<file path="src/rtl/regfile_arb_pkg.sv">
// Shared widths and the writeback slot record for the regfile write arbiter.
package regfile_arb_pkg;

    localparam int XLEN            = 32;
    localparam int REG_ADDR_W      = 5;
    localparam int NUM_WRITE_PORTS = 2;

    typedef struct packed {
        logic [REG_ADDR_W-1:0] addr;
        logic [XLEN-1:0]       data;
    } wb_req_t;

endpackage

</file>
<file path="src/rtl/rr_pick2.sv">
// Combinational two-grant picker: scans full slots upward from start (modulo NUM_REQ);
// the second candidate is withheld, not skipped past, when it targets the same register as the first.
module rr_pick2
    import regfile_arb_pkg::*;
#(
    parameter int NUM_REQ = 4,
    parameter int PTR_W   = $clog2(NUM_REQ)
) (
    input  logic [NUM_REQ-1:0]            full,
    input  logic [PTR_W-1:0]              start,
    input  logic [NUM_REQ*REG_ADDR_W-1:0] addrs,
    output logic [NUM_REQ-1:0]            grant1,
    output logic [NUM_REQ-1:0]            grant2
);

    logic [REG_ADDR_W-1:0] slot_addr [NUM_REQ];

    for (genvar i = 0; i < NUM_REQ; i++) begin : g_unpack
        assign slot_addr[i] = addrs[i*REG_ADDR_W +: REG_ADDR_W];
    end

    always_comb begin
        logic                  found1;
        logic                  found2;
        logic [REG_ADDR_W-1:0] first_addr;
        logic [PTR_W:0]        sum;
        logic [PTR_W-1:0]      idx;
        found1     = 1'b0;
        found2     = 1'b0;
        first_addr = '0;
        sum        = '0;
        idx        = '0;
        grant1     = '0;
        grant2     = '0;
        for (int k = 0; k < NUM_REQ; k++) begin
            sum = {1'b0, start} + (PTR_W+1)'(k);
            if (sum >= (PTR_W+1)'(NUM_REQ)) begin
                sum = sum - (PTR_W+1)'(NUM_REQ);
            end
            idx = sum[PTR_W-1:0];
            if (full[idx]) begin
                if (!found1) begin
                    found1      = 1'b1;
                    first_addr  = slot_addr[idx];
                    grant1[idx] = 1'b1;
                end else if (!found2) begin
                    // Second candidate is consumed even when suppressed, so same-register writes stay ordered.
                    found2 = 1'b1;
                    if (slot_addr[idx] != first_addr) begin
                        grant2[idx] = 1'b1;
                    end
                end
            end
        end
    end

endmodule

</file>
<file path="src/rtl/regfile_write_arbiter.sv">
// Shares two registered regfile write ports among NUM_REQ one-entry writeback slots; accept->port is one cycle,
// a slot is ready when empty or being granted. REGFILE_ARB_FIXED_PRIO_EN selects fixed priority instead of round-robin.
module regfile_write_arbiter
    import regfile_arb_pkg::*;
#(
    parameter int NUM_REQ = 4
) (
    input  logic                           clock,
    input  logic                           reset,
    input  logic [NUM_REQ-1:0]             reqValid,
    input  logic [NUM_REQ*REG_ADDR_W-1:0]  reqAddr,
    input  logic [NUM_REQ*XLEN-1:0]        reqData,
    output logic [NUM_REQ-1:0]             reqReady,
    output logic                           writeEnable1,
    output logic                           writeEnable2,
    output logic [REG_ADDR_W-1:0]          addressForWriting1,
    output logic [REG_ADDR_W-1:0]          addressForWriting2,
    output logic [XLEN-1:0]                valueForWriting1,
    output logic [XLEN-1:0]                valueForWriting2,
    output logic [(1<<REG_ADDR_W)-1:0]     pendingMask
);

    localparam int PTR_W = $clog2(NUM_REQ);

    wb_req_t                     slot     [NUM_REQ];
    logic [NUM_REQ-1:0]          full;
    logic [NUM_REQ-1:0]          grant1;
    logic [NUM_REQ-1:0]          grant2;
    logic [NUM_REQ-1:0]          granted;
    logic [NUM_REQ-1:0]          accept;
    logic [NUM_REQ*REG_ADDR_W-1:0] slot_addrs;
    logic [PTR_W-1:0]            start;
    logic [REG_ADDR_W-1:0]       req_addr [NUM_REQ];
    logic [XLEN-1:0]             req_data [NUM_REQ];
    wb_req_t                     port_nxt [NUM_WRITE_PORTS];
    wb_req_t                     port_q   [NUM_WRITE_PORTS];
    logic [NUM_WRITE_PORTS-1:0]  port_en_nxt;
    logic [NUM_WRITE_PORTS-1:0]  port_en_q;

    for (genvar i = 0; i < NUM_REQ; i++) begin : g_slot_io
        assign req_addr[i] = reqAddr[i*REG_ADDR_W +: REG_ADDR_W];
        assign req_data[i] = reqData[i*XLEN +: XLEN];
        assign slot_addrs[i*REG_ADDR_W +: REG_ADDR_W] = slot[i].addr;
    end

    rr_pick2 #(
        .NUM_REQ (NUM_REQ),
        .PTR_W   (PTR_W)
    ) u_pick (
        .full   (full),
        .start  (start),
        .addrs  (slot_addrs),
        .grant1 (grant1),
        .grant2 (grant2)
    );

    assign granted  = grant1 | grant2;
    assign reqReady = {NUM_REQ{reset}} & (~full | granted);
    assign accept   = reqValid & reqReady;

    always_comb begin
        port_nxt[0] = '0;
        port_nxt[1] = '0;
        for (int k = 0; k < NUM_REQ; k++) begin
            if (grant1[k]) port_nxt[0] = slot[k];
            if (grant2[k]) port_nxt[1] = slot[k];
        end
    end

    assign port_en_nxt = {|grant2, |grant1};

    always_ff @(posedge clock) begin
        if (!reset) begin
            full      <= '0;
            port_en_q <= '0;
            for (int i = 0; i < NUM_REQ; i++) begin
                slot[i] <= '0;
            end
            for (int p = 0; p < NUM_WRITE_PORTS; p++) begin
                port_q[p] <= '0;
            end
        end else begin
            for (int i = 0; i < NUM_REQ; i++) begin
                if (accept[i]) begin
                    // x0 writes complete the handshake but never occupy the slot.
                    full[i]      <= (req_addr[i] != '0);
                    slot[i].addr <= req_addr[i];
                    slot[i].data <= req_data[i];
                end else if (granted[i]) begin
                    full[i] <= 1'b0;
                end
            end
            port_en_q <= port_en_nxt;
            for (int p = 0; p < NUM_WRITE_PORTS; p++) begin
                port_q[p] <= port_nxt[p];
            end
        end
    end

`ifdef REGFILE_ARB_FIXED_PRIO_EN
    assign start = '0;
`else
    logic [PTR_W-1:0] rr;
    logic [PTR_W-1:0] last_idx;

    always_comb begin
        last_idx = '0;
        for (int k = 0; k < NUM_REQ; k++) begin
            if (grant1[k]) last_idx = PTR_W'(k);
        end
        for (int k = 0; k < NUM_REQ; k++) begin
            if (grant2[k]) last_idx = PTR_W'(k);
        end
    end

    always_ff @(posedge clock) begin
        if (!reset) begin
            rr <= '0;
        end else if (|granted) begin
            rr <= (last_idx == PTR_W'(NUM_REQ-1)) ? '0 : last_idx + PTR_W'(1);
        end
    end

    assign start = rr;
`endif

    assign writeEnable1       = port_en_q[0];
    assign writeEnable2       = port_en_q[1];
    assign addressForWriting1 = port_q[0].addr;
    assign addressForWriting2 = port_q[1].addr;
    assign valueForWriting1   = port_q[0].data;
    assign valueForWriting2   = port_q[1].data;

    always_comb begin
        pendingMask = '0;
        for (int k = 0; k < NUM_REQ; k++) begin
            if (full[k]) pendingMask[slot[k].addr] = 1'b1;
        end
        for (int p = 0; p < NUM_WRITE_PORTS; p++) begin
            if (port_en_q[p]) pendingMask[port_q[p].addr] = 1'b1;
        end
        pendingMask[0] = 1'b0;
    end

endmodule
</file>
<file path="config.mk">
export PLATFORM = sky130hd
export DESIGN_NAME = regfile_write_arbiter
export DESIGN_NICKNAME = d
export VERILOG_FILES = /design/src/rtl/regfile_arb_pkg.sv /design/src/rtl/rr_pick2.sv /design/src/rtl/regfile_write_arbiter.sv
export SDC_FILE = /design/constraint.sdc
export NUM_CORES = 1
export LEC_CHECK = 0
export BUFFER_PORTS_ARGS = -buffer_cell sky130_fd_sc_hd__buf_2
export CORE_UTILIZATION = 30
export CTS_BUF_LIST = sky130_fd_sc_hd__clkbuf_4 sky130_fd_sc_hd__clkbuf_8 sky130_fd_sc_hd__clkbuf_16
export DETAILED_ROUTE_END_ITERATION = 12
export SLEW_MARGIN = 15
export SYNTH_ARGS = -nofsm -noshare
export SYNTH_HDL_FRONTEND = slang
export SYNTH_HIERARCHICAL = 1
export SYNTH_SLANG_ARGS = --single-unit
export TNS_END_PERCENT = 100
</file>
<file path="constraint.sdc">
create_clock -name clock -period 8.7 [get_ports clock]
set_input_delay 0.435 -clock clock [delete_from_list [all_inputs] [get_ports clock]]
set_output_delay 0.435 -clock clock [all_outputs]
set_load 0.02 [all_outputs]
</file>
### Yosys cells after proc, flatten, opt, wreduce, memory -nomap -nowiden

Memories as Yosys holds them, arrays and structs flattened.
Index checks and enable logic that the tools add are counted.

* flip-flop bits (word level): 8
* RAM bits: 222
* bits of input ports: 154
* output and inout bits: 112
* word-level logic and storage cells: 226
* memories: 2

* $add $sub $neg: 8
* order comparisons: 28
* equality and inequality tests: 4
* multiplexer cells: 128
* bitwise logic cells: 29
* reduce and logical (&&, ||, !) cells: 21

Memory list
* slot: words 4, width 37, rd ports 4, clocked after Yosys merged registers in 0, wr ports 4, RTL line regfile_write_arbiter.sv:25 `wb_req_t slot [NUM_REQ];`
* port_q: words 2, width 37, rd ports 2, clocked after Yosys merged registers in 0, wr ports 2, RTL line regfile_write_arbiter.sv:36 `wb_req_t port_q [NUM_WRITE_PORTS];`

Operator list (number)
* 37-bit two-way mux: 10
* 32-bit two-way mux: 10
* 32-bit bitwise OR: 5
* 5-bit two-way mux: 17
* 4-bit two-way mux: 18
* 1-bit two-way mux: 44
* 5-bit binary-select mux with 2-bit select: 4
* 5-bit by 6-bit less-than comparator with 1-bit output (second input constant): 6
* 1-bit demux with 5-bit select: 6
* 5-bit by 1-bit greater-or-equal comparator with 1-bit output (second input constant): 6
* 4-bit bitwise OR: 7
* 2-bit two-way mux: 11
* 3-bit greater-or-equal comparator (second input constant): 7
* 5-bit nonzero test: 4
* 5-bit inequality test: 3
* 2-bit by 3-bit less-than comparator with 1-bit output (second input constant): 4
* 2-bit inverter with 3-bit output: 4
* 4-bit OR reduction: 3
* 1-bit logical AND: 10
* 1-bit bitwise OR: 10
* 4-bit bitwise AND: 2
* 1-bit binary-select mux with 2-bit select: 4
* 1-bit demux with 2-bit select: 4
* 2-bit by 1-bit greater-or-equal comparator with 1-bit output (second input constant): 4
* other kinds (8): 15

### Logic depth before layout (Yosys ltp)

Gate-level depths: netlist of run 1.

* word-level depth: 29
* depth in mapped cells: 18

### By module

Netlist of run 1, hierarchy kept.

By module, submodules not included
* regfile_write_arbiter: instances 1, cells each 1062, area each 11274.6 um^2
* rr_pick2: instances 1, cells each 134, area each 1363.8 um^2

### Least setup slack after synthesis of run 1

Ideal clock, no wire load.

* path type: reg-to-reg
* start point: register rr[1]
* end point: memory slot[2][0] in the netlist's numbering (enable)
* arrival: 4535 ps
* required time: 8184 ps
* setup slack: 3649 ps
* stages on the path, launching flop included: 18
* path buffers: 4
* path through: dfxtp_1 -> buf_4 -> buf_1 -> inv_1 -> ha_1 -> buf_2 -> mux4_2 -> a21oi_1 -> o21ai_1 -> a211o_1 -> a2111oi_2 -> o21ai_1 -> a221o_1 -> inv_2 -> nand3_1 -> and3_1 -> buf_2 -> nand2b_1

RTL lines
* from (decl): RTL line regfile_write_arbiter.sv:103 `logic [PTR_W-1:0] rr;`
* from (signal assigned): RTL line regfile_write_arbiter.sv:120 `rr <= (last_idx == PTR_W'(NUM_REQ-1)) ? '0 : last_idx + PTR_W'(1);`
* to (decl): RTL line regfile_write_arbiter.sv:25

==> results of run 1 <==
==> worst min path at each step <==
stage,start,end,slack (ps),cells past startpoint
after floorplan,slot[0][0],port_q[0][37],490,2
after global placement,slot[1][1],port_q[0][38],520,2
after detailed placement,slot[0][13],port_q[0][50],520,2
after CTS,reqData[16],slot[0][16],150,2
after global routing,reqData[16],slot[0][16],160,2
final,reqData[16],slot[0][16],170,2
==> state kept, by name, indices dropped and copies added (netlist names) <==
| signal | cells |
|---|---|
| full | 4 |
| rr | 2 |
| port_q | 74 |
| port_en_q | 2 |
| slot | 148 |
==> metrics by stage <==
| stage | total power [mW] | setup slack [ps] | hold WS (ps) | area, um^2 | instances |
|---|---|---|---|---|---|
| final | 4.94 | 2240 | 169 | 15000 | 1940 |
| after global routing | 5.21 | 1880 | 161 | 15000 | 1940 |
| after detailed placement | 3.89 | 2260 | 521 | 14200 | 1895 |
| after floorplan | 3.21 | 3650 | 494 | 12600 | 1196 |
| after global placement | 3.89 | 2480 | 520 | 14200 | 1895 |
| after CTS | 4.95 | 2250 | 155 | 15000 | 1939 |
==> cell usage in the layout (no fill, tap or decap), types with 11 or more instances in the layout <==
cell	instances
nor2b_1	13
o221ai_1	54
and2_1	195
nand4b_1	16
o31ai_1	38
buf_2	263
nand2b_1	20
o22ai_1	29
edfxtp_1	148
nor2_1	108
a221oi_1	83
mux4_2	24
nand2_1	70
buf_4	11
clkbuf_16	24
a21oi_1	16
dfxtp_1	82
a22oi_1	12
==> logic make-up after synthesis <==
group	synth area share
fa+ha+maj	0.00396
simple gates	0.226
other cells	0.000297
xor+xnor	0.0118
compound gates	0.186
mux	0.0452
buf+inv	0.0450
flops	0.482
==> per-layer routing <==
metal	up-vias	routed length (um)	global-route usage
met2	649	23700	0.377
li1	4980	-	-
met5	-	0	0
met1	5604	20400	0.294
met4	0	1810	0.0865
met3	109	3620	0.0286
==> cell type report <==
cell class,instances,area share
Antenna cell,1,0.000166
Clock buffer,29,0.0437
Clock inverter,15,0.0102
Inverter,8,0.00200
Multi-Input combinational cell,851,0.402
Sequential cell,230,0.405
Tap cell,532,0.0443
Timing Repair Buffer,274,0.0930
==> power by group <==
group	total (mW)	internal (mW)	leakage, nW	switching [mW]
Clock	1.05	0.602	0.392	0.444
Sequential	1.58	1.38	2.24	0.201
Combinational	2.31	0.846	3.11	1.47
Total	4.94	2.83	5.74	2.11
==> critical path, cell delays in order (launching register included) <==
cell and delay [ps]:
dfxtp_1 990, inv_1 160, ha_1 660, mux4_2 620, nand3b_1 260, or2_2 300, a41oi_1 260, a2111oi_2 60
a21oi_1 370, a221o_2 1020, nor2_1 110, nand2_1 130, and3_1 190, nand2b_2 870
==> results.cfg, run 1 <==
[outcome]
status = finished clean

[worst_setup_path]
reg2reg_to = slot[1][0]
cp_data_arrival_time_ps = 6600
reg2reg_slack_ps = 2240
endpoint = slot[1][0]
cp-startpoint = rr[1]
r2r_cells = 13
cp-end-kind = register
crit_path_start_kind = register
rr_startpoint = rr[1]
required_ps = 8840
cp_max_fo = 48
worstSetupPathType = reg2reg

[logic_synthesis]
yosysMostFrequentCell = and2_1
synth_warnings = 6
synth_cells = 1196
synth.distinct_cells = 73
async_flop_share = 0
yosysTopAreaCellShare = 0.352
ys_ff_latch = 230
synth-seq-area-share = 0.482
syn_nets = 1354
synth_top_cell_by_area = edfxtp_1
synth_top_cells_by_area = edfxtp_1, dfxtp_1, and2_1
ys.flop_type = edfxtp_1
synth-edff-count = 148
synth.cell_area_um2 = 12600
avgSynthCellArea_um2 = 10.6
synthTopCellsByCount = and2_1, edfxtp_1, nor2_1

[routing]
routed_wl_um = 49600
wire_per_inst_um = 25.5
vias_per_cell = 5.85
drt_iter0_markers = 1065
drt_first_pass_iters = 5
vias = 11300
ant_nets = 0
route.detailed.drc = 0

[clock_tree]
ctsResizeCount = 0
htree_num_levels = 1
post-cts-setup-buffers = 0
path_clk_slew_ps = 60
cts_inserted_buffers = 24
tritoncts = done
clock-sinks = 230
holdBufCountCts = 0
cts_root_buf = clkbuf_16
insertion_delay_ps = 540
clock_path_buffers = 3

[timing]
fin_tns_setup_ps = 0
fin_skew_ps = 18.6
hold_viol = 0
drv_slew = 0
setup_viol = 0
max_freq_ghz = 0.155
slew_headroom = 0.225
tightestPinTransition_ps = 1160
final.min_clock_period_ps = 6460
finalCritPeriodShare = 0.743
grt_setup_unrepaired = false

[grt]
grt_pass1_vias = 11300
grt_max_degree = 82
grt_pass1_wl_um = 73600
grt_antenna_before_repair = 1
grt.total_usage = 0.224
grt_remaining_overflow = 0

[floorplanning]
core_area_um2 = 41200
start_util = 0.307
dieWidth_um = 207
boundaryPins = 266
die_h_um = 207
die-area_um2 = 43000
fp-row-count = 74

[finish]
final_nets = 1547
layout-drive-gt1-share = 0.265
n_fill_cell = 4122
area_delta_synth_final_pct = 19.0
regArea_um2 = 6090
multi_input_area_um2 = 6040
post-route-util = 0.365

[placement]
gp_congestion = 0.960
io_buffers = 264
dp_hpwl_um = 33700

[hold_path]
hold_path_class = in2reg

[power]
power_density_nw_per_um2 = 329
ir_drop_mv = 0.278
leakagePower_nw = 5.74

[run]
cap_violations = 0
(Power assumes the default switching activity.)
==> inputs of run 2 (changes only) <==
ABC_AREA = 1   (was unset)
clock period = 6 ns   (was 8.7 ns; I/O delays follow)
==> run 2 against run 1 <==
Area after synthesis increased by 4.5%. Critical path type unchanged. Sequential power grew 45%. Largest cell class unchanged. Clock power increased by 46%. Register-to-register slack lost 1500 ps.
==> results.cfg, run 2 <==
[power]
ir_drop_mv = 0.385
leakagePower_nw = 7.35
power_density_nw_per_um2 = 504

[logic_synthesis]
async_flop_share = 0
ys.flop_type = edfxtp_1
ys_ff_latch = 230
avgSynthCellArea_um2 = 7.39
synth-edff-count = 148
synth.cell_area_um2 = 13200
syn_nets = 1946
synth_cells = 1788
yosysTopAreaCellShare = 0.337
synth_warnings = 6
synth_top_cells_by_area = edfxtp_1, dfxtp_1, nand2_1
synth_top_cell_by_area = edfxtp_1
synth.distinct_cells = 47
yosysMostFrequentCell = nand2_1
synth-seq-area-share = 0.461
synthTopCellsByCount = nand2_1, nor2_1, inv_1

[timing]
slew_headroom = 0.219
hold_viol = 0
drv_slew = 0
fin_skew_ps = 10.6
setup_viol = 0
max_freq_ghz = 0.190
finalCritPeriodShare = 0.877
grt_setup_unrepaired = false
fin_tns_setup_ps = 0
final.min_clock_period_ps = 5260
tightestPinTransition_ps = 1170

[worst_setup_path]
cp_max_fo = 37
worstSetupPathType = reg2reg
cp_data_arrival_time_ps = 5260
r2r_cells = 20
cp-end-kind = register
crit_path_start_kind = register
required_ps = 6000

[clock_tree]
insertion_delay_ps = 520
ctsResizeCount = 0
holdBufCountCts = 0
tritoncts = done
cts_root_buf = clkbuf_16
cts_inserted_buffers = 23
clock-sinks = 230
htree_num_levels = 1
clock_path_buffers = 3
post-cts-setup-buffers = 0
path_clk_slew_ps = 70

[routing]
wl_met3_um = 5030
wire_per_inst_um = 19.8
ant_nets = 0
drt_first_pass_iters = 6
routed_wl_um = 51700
met1_length_um = 21600
routed.top_layer = met4
vias = 13400
route.detailed.drc = 0
vias_per_cell = 5.14
drt_iter0_markers = 1451
wl_met2_um = 23300

[grt]
grt_max_degree = 73
grt_antenna_before_repair = 2
grt_pass1_vias = 12700
grt_pass1_wl_um = 75700
grt_remaining_overflow = 0
grt.total_usage = 0.225

[finish]
regArea_um2 = 6090
layout_commonest_cell = nor2_1
fin_cells = 2611
layout-drive-gt1-share = 0.188
reg_top3 = slot x148, port_q x74, full x4
fin_area_um2 = 15700
multi_input_area_um2 = 5670
largest_reg_flops = 148
area_delta_synth_final_pct = 19.1
final_nets = 2166
top_register = slot
post-route-util = 0.363
n_fill_cell = 4576
mostFrequentLayoutCells = nor2_1, nand2_1, buf_2

[floorplanning]
die-area_um2 = 44900
fp-row-count = 76
dieWidth_um = 212
boundaryPins = 266
start_util = 0.305
core_area_um2 = 43300
die_h_um = 212

[placement]
gp_congestion = 0.964
dp.cells = 2568
dp_hpwl_um = 37000
io_buffers = 264
placedInstanceArea_um2 = 14900

[hold_path]
min_path_cells = 3
hold_path_class = in2reg

[outcome]
status = finished clean

[run]
cap_violations = 0
## run 2: worst paths after layout
kind	end	slack [ps]	startpoint
worst max-delay path	slot[2][22]	740	rr[1]
worst min-delay path	full[3]	60	reqValid[3]
worst max register to register	slot[2][22]	740	rr[1]
worst min register to register	port_q[0][68]	560	slot[0][31]
## run 2: layout make-up
class | count | area share
multi-input combinational | 1211 | 0.360
sequential | 230 | 0.387
clock inverter | 15 | 0.0116
clock buffer | 26 | 0.0392
inverter | 261 | 0.0628
antenna | 2 | 0.000318
tap | 585 | 0.0466
timing repair buffer | 281 | 0.0921
## run 2: kinds of logic (layout without fill, tap and decap cells)
family	after synthesis	count (layout)	share of synthesized area
flops	230	230	0.461
xor+xnor	4	4	0.00322
compound gates	294	294	0.131
simple gates	908	908	0.285
other cells	1	3	0.000284
buf+inv	347	583	0.116
fa+ha+maj	4	4	0.00379
## run 2: critical path, stage by stage, from the launching register on
cell and delay, ps:
dfxtp_1 630, inv_1 360, ha_1 520, inv_1 370, nand3_1 150, nand2_2 170
nand2_2 110, inv_2 80, nand2_1 120, nor2_1 150, nor2_1 50, nand2_1 50
nand2_1 50, nor2_1 100, nand2_1 150, nand2_1 100, nand3_1 410, nor2_4 290
a21oi_4 70, nand2_2 110, nand2_2 650
## run 2: metal layers
layer | vias to the layer above | GRT usage
li1 | 6267 | -
met3 | 96 | 0.0328
met5 | - | 0
met2 | 781 | 0.362
met4 | 0 | 0.0885
met1 | 6286 | 0.304
## run 2: power breakdown
group | total [mW] | internal (mW) | switching (mW) | leakage, nW
registers | 2.29 | 2.04 | 0.247 | 2.24
logic | 4.10 | 1.12 | 2.98 | 4.73
clock network | 1.53 | 0.911 | 0.623 | 0.385
total | 7.93 | 4.07 | 3.85 | 7.35
## run 2: stage by stage
step	hold WS [ps]	total power, mW	worst slack, ps
floorplan	457	5.08	1780
global placement	546	6.36	942
detailed placement	558	6.38	833
CTS	50.8	7.92	808
global route	71.3	8.43	211
finish	61.5	7.93	739
